## config.mk

```make
export PLATFORM = sky130hd
export DESIGN_NAME = seq_detector_param_flat
export DESIGN_NICKNAME = d
export VERILOG_FILES = /design/src/rtl/seq_detector_param_if.sv /design/src/rtl/seq_detector_param.sv /design/src/flat_wrapper.sv
export SDC_FILE = /design/constraint.sdc
export NUM_CORES = 1
export LEC_CHECK = 0
export CAP_MARGIN = 20
export CORE_MARGIN = 1
export CORE_UTILIZATION = 43
export CTS_CLUSTER_SIZE = 8
export DETAILED_ROUTE_END_ITERATION = 12
export PLACE_DENSITY = 0.75
export SYNTH_ARGS = -nofsm -noshare
export SYNTH_HDL_FRONTEND = slang
export SYNTH_SLANG_ARGS = --single-unit
```

## constraint.sdc

```tcl
create_clock -name clk -period 1.9 [get_ports clk]
set_clock_uncertainty 0.05 [all_clocks]
set_input_delay 0.475 -clock clk [delete_from_list [all_inputs] [get_ports clk]]
set_output_delay 0.475 -clock clk [all_outputs]
set_load 0.02 [all_outputs]
```

## src/rtl/seq_detector_param_if.sv

```systemverilog
// ============================================================================
// Module      : seq_detector_param_if
// Description : Sample/load/result bundle for the serial pattern detector.
// Revision    : 1.0 - initial release
// ============================================================================
`default_nettype none

interface seq_detector_param_if #(
    parameter int PATTERN_W = 4,
    parameter int CNT_W     = 8
);
    logic                 en;
    logic                 inp;
    logic                 load;
    logic [PATTERN_W-1:0] pattern;
    logic                 out;
    logic [CNT_W-1:0]     match_count;
    logic                 count_sat;

    modport master (
        output en,
        output inp,
        output load,
        output pattern,
        input  out,
        input  match_count,
        input  count_sat
    );

    modport slave (
        input  en,
        input  inp,
        input  load,
        input  pattern,
        output out,
        output match_count,
        output count_sat
    );
endinterface

`default_nettype wire

```

## src/rtl/seq_detector_param.sv

```systemverilog
// ============================================================================
// Module      : seq_detector_param
// Description : Serial bit-pattern detector with runtime-loaded pattern,
//               optional overlap and a saturating match counter.
// Revision    : 1.0 - initial release
// ============================================================================
`default_nettype none

module seq_detector_param #(
    parameter int                   PATTERN_W = 4,
    parameter int                   OVERLAP   = 1,
    parameter int                   CNT_W     = 8,
    parameter logic [PATTERN_W-1:0] RST_PAT   = PATTERN_W'(4'b1011)
) (
    input  wire                   clk,
    input  wire                   reset,
    seq_detector_param_if.slave   bus
);

    localparam int                FILL_W      = $clog2(PATTERN_W + 1);
    localparam logic [FILL_W-1:0] C_FILL_FULL = FILL_W'(PATTERN_W);
    localparam logic [FILL_W-1:0] C_FILL_ONE  = FILL_W'(1);
    localparam logic [CNT_W-1:0]  C_CNT_ONE   = CNT_W'(1);

    logic [PATTERN_W-1:0] hist_q,  hist_d;
    logic [FILL_W-1:0]    fill_q,  fill_d;
    logic [PATTERN_W-1:0] pat_q,   pat_d;
    logic                 out_q,   out_d;
    logic [CNT_W-1:0]     count_q, count_d;

    logic [PATTERN_W-1:0] w_hist_next;
    logic [FILL_W-1:0]    w_fill_next;
    logic                 w_match;
    logic                 w_sat;

    // History/fill after taking the current bit, used only on enabled edges.
    assign w_hist_next = {hist_q[PATTERN_W-2:0], bus.inp};
    assign w_fill_next = (fill_q == C_FILL_FULL) ? fill_q : (fill_q + C_FILL_ONE);
    // Fill gate keeps zero-padded history from matching a pattern like 0000.
    assign w_match     = (w_fill_next == C_FILL_FULL) && (w_hist_next == pat_q);
    assign w_sat       = &count_q;

    always_comb begin
        hist_d  = hist_q;
        fill_d  = fill_q;
        pat_d   = pat_q;
        out_d   = 1'b0;
        count_d = count_q;

        if (bus.load) begin
            pat_d  = bus.pattern;
            hist_d = '0;
            fill_d = '0;
        end else if (bus.en) begin
            hist_d = w_hist_next;
            out_d  = w_match;
            if (w_match && !w_sat) begin
                count_d = count_q + C_CNT_ONE;
            end
            if (w_match && (OVERLAP == 0)) begin
                fill_d = '0;
            end else begin
                fill_d = w_fill_next;
            end
        end
    end

    always_ff @(posedge clk or posedge reset) begin
        if (reset) begin
            hist_q  <= '0;
            fill_q  <= '0;
            pat_q   <= RST_PAT;
            out_q   <= 1'b0;
            count_q <= '0;
        end else begin
            hist_q  <= hist_d;
            fill_q  <= fill_d;
            pat_q   <= pat_d;
            out_q   <= out_d;
            count_q <= count_d;
        end
    end

    assign bus.out         = out_q;
    assign bus.match_count = count_q;
    assign bus.count_sat   = w_sat;

endmodule

`default_nettype wire

```

## src/flat_wrapper.sv

```systemverilog
// flat-port wrapper written by rule: the top's interface ports become plain ports
module seq_detector_param_flat 
#(
    parameter int                   PATTERN_W = 4,
    parameter int                   OVERLAP   = 1,
    parameter int                   CNT_W     = 8,
    parameter logic [PATTERN_W-1:0] RST_PAT   = PATTERN_W'(4'b1011)
)
  (clk, reset, bus_en, bus_inp, bus_load, bus_pattern, bus_out, bus_match_count, bus_count_sat);
  seq_detector_param_if #(.PATTERN_W(PATTERN_W), .CNT_W(CNT_W)) bus_i ();
  input  wire clk;
  input  wire reset;
  input wire logic [$bits(bus_i.en)-1:0] bus_en;
  input wire logic [$bits(bus_i.inp)-1:0] bus_inp;
  input wire logic [$bits(bus_i.load)-1:0] bus_load;
  input wire logic [$bits(bus_i.pattern)-1:0] bus_pattern;
  output wire logic [$bits(bus_i.out)-1:0] bus_out;
  output wire logic [$bits(bus_i.match_count)-1:0] bus_match_count;
  output wire logic [$bits(bus_i.count_sat)-1:0] bus_count_sat;
  assign bus_i.en = bus_en;
  assign bus_i.inp = bus_inp;
  assign bus_i.load = bus_load;
  assign bus_i.pattern = bus_pattern;
  assign bus_out = bus_i.out;
  assign bus_match_count = bus_i.match_count;
  assign bus_count_sat = bus_i.count_sat;
  seq_detector_param #(.PATTERN_W(PATTERN_W), .OVERLAP(OVERLAP), .CNT_W(CNT_W), .RST_PAT(RST_PAT)) u_core (.clk(clk), .reset(reset), .bus(bus_i));
endmodule
```

==> impl_metrics.json <==
{
  "power_mw": 0.765,
  "synth_area_per_cell_um2": 11.5,
  "grt_pass1_vias": 773,
  "final_cell_mix": "buf_4 (16), dfrtp_1 (16), xnor2_1 (12), clkdlybuf4s50_1 (8), dlygate4sd2_1 (6)",
  "fin_crit_sh": 0.966,
  "powerDensity_nw_per_um2": 553,
  "hold_class": "in -> async",
  "intPower_mw": 0.574,
  "cp.arrival_ns": 1.31,
  "cts_hold_buf": 0,
  "worst_pin_slew_ns": 0.360,
  "rsz0062_at_grt": "yes",
  "gr-usage-met2": 0.299,
  "r2r_setup_slack_ns": 0.09,
  "critPathKind": "reg -> out",
  "cts_buffer_depth": 2,
  "cts_tree": "yes",
  "grt_overflow": 0,
  "finalHoldViolCount": 0,
  "drv_cap": 0,
  "cts_buffers": 3,
  "grt_use_total": 0.183,
  "htree_levels": 1,
  "clock-sinks": 19,
  "drt_iter0_drc": 9,
  "io_pins": 19,
  "seqPwrFrac": 0.571,
  "clk_latency_ns": 0.29,
  "critPathCaptureType": "primary output",
  "synth_area_um2": 966,
  "post_cts.repair.setup_buffers": 0,
  "start_util": 0.473,
  "busiest_layer": "met2",
  "drc": 0,
  "die_y_um": 49.4,
  "ys_types": 29,
  "die_width_um": 49.4,
  "vias": 754,
  "synthFlopType": "dfrtp_1",
  "synth-seq-cells": 19,
  "min_period_ns": 1.84,
  "setup_violations": 0,
  "path_max_fanout": 3,
  "antenna_found_initial": 0,
  "comb_power_share": 0.167,
  "area_growth_pct": 43.1,
  "drive_gt1_frac": 0.347,
  "fin_nets": 134,
  "relSlewSlack": 0.759,
  "leakage_nw": 0.703,
  "grt_max_degree": 11,
  "syn_nets": 96,
  "cp.required_ns": 1.37,
  "syn_inst": 84,
  "switching_share": 0.249,
  "routed_via_density": 5.09,
  "fillers": 185,
  "multi_input_area_um2": 515,
  "fmax_mhz": 545,
  "io_buffers": 18,
  "ys_async_sr_fraction": 1.00,
  "status": "finished clean",
  "place_congestion": 0.763,
  "slew_violations": 0,
  "antenna_cells": 0,
  "row_count": 16,
  "utilization": 0.677,
  "seqCellArea_um2": 479,
  "grt_use_met3": 0.0280,
  "cts.reportedPaths.clkPinSlew_ns": 0.11,
  "dpl-instance-area_um2": 1300,
  "yosysWarnings": 0,
  "core-area_um2": 2040,
  "startpoint_type": "register",
  "clockPowerShare": 0.262,
  "clockRootBuffer": "clkbuf_4",
  "ant_nets": 0,
  "wirelength_um": 2130,
  "design.die.area_um2": 2440,
  "grt_pass1_wl_um": 3400,
  "synth_edf_count": 0,
  "hpwl_um": 1480,
  "wl_per_cell_um": 14.4,
  "fin_area_um2": 1380,
  "ir_drop_mv": 0.483,
  "seq_area_frac_synth": 0.496,
  "use_met1": 0.236,
  "drt_pass1_iterations": 4,
  "switchingPower_mw": 0.190
}
power by group through the flow:
stage | sequential [mW] | combinational, mW | clock [mW]
2_1_floorplan | 0.443 | 0.0667 | 0
3_3_place_gp | 0.443 | 0.104 | 0
3_5_place_dp | 0.444 | 0.109 | 0
4_1_cts | 0.437 | 0.109 | 0.212
5_1_grt | 0.439 | 0.140 | 0.226
6_report | 0.436 | 0.128 | 0.201
Yosys cell counts, drive strengths merged (2+ instances only):
cell type	count	area [µm²]
dfrtp	16	400
mux2i	3	30.0
ha	3	37.5
nand4	5	31.3
xnor2	12	105
nand3	5	30.0
nand2	3	13.8
dfstp	3	78.8
mux2	6	71.3
nor3	2	21.3
inv	4	15.0
nor2	5	18.8
a21oi	2	10.0
and3	6	37.5
routing by layer:
| metal | up-vias | wire length (µm) | part of all wire |
|---|---|---|---|
| met5 | - | 0 | 0 |
| met4 | 0 | 14 | 0.0066 |
| met2 | 11 | 1150 | 0.54 |
| li1 | 372 | - | - |
| met3 | 2 | 47 | 0.022 |
| met1 | 369 | 919 | 0.43 |
sequential cells by signal, summed over array words and instances, names as in the netlist:
name / count
u_core.bus.match_count: 8
u_core.pat_q: 4
u_core.fill_q: 3
u_core.hist_q: 3
u_core.bus.out: 1
worst max-delay path: stages (launching register included):
cell and delay (ns):
dfrtp_1 0.39, ha_2 0.19, and3_4 0.20, nand3_4 0.07, inv_2 0.06, buf_6 0.10
cell type report:
| class | instances | share of cell area |
|---|---|---|
| multi-input combinational | 59 | 0.373 |
| sequential | 19 | 0.347 |
| timing repair buffer | 35 | 0.226 |
| tap | 27 | 0.0244 |
| clock buffer | 4 | 0.0190 |
| inverter | 4 | 0.0109 |
logic make-up after synthesis:
| group | share of synthesized area |
|---|---|
| fa+ha+maj | 0.0389 |
| flops | 0.496 |
| mux | 0.105 |
| buf+inv | 0.0246 |
| xor+xnor | 0.109 |
| simple gates | 0.207 |
| compound gates | 0.0194 |
path summary, 6_finish.rpt:
path                            cells past startpoint                        end                 startpoint
worst max-delay path                                5              bus_count_sat  u_core.bus.match_count[1]
worst min-delay path                                2           u_core.hist_q[1]                      reset
worst max register to register                      8  u_core.bus.match_count[4]           u_core.fill_q[1]
worst min register to register                      1            u_core.pat_q[2]            u_core.pat_q[2]
max in group asynchronous                           3  u_core.bus.match_count[6]                      reset
min in group clk                                    3           u_core.hist_q[0]                    bus_inp
per-stage QoR:
stage	TNS (ns)	setup slack, ns	std cells	hold slack (ns)
3_3_place_gp	-1.46	-0.206	144	0.469
5_1_grt	-0.0203	-0.0145	148	0.422
2_1_floorplan	0	0.101	84	0.374
4_1_cts	-0.00136	-0.00136	148	0.383
3_5_place_dp	-1.85	-0.252	144	0.476
6_report	0	0.0649	148	0.389
repair_timing:
item / in CTS / in global routing
cloned: 0 / 0
pin swaps: 0 / 8
setup endpoints to repair: 7 / 11
gates resized for setup: 12 / 14
endpoints found under the hold margin: 0 / 0
Power figures use the tool's default switching activity.
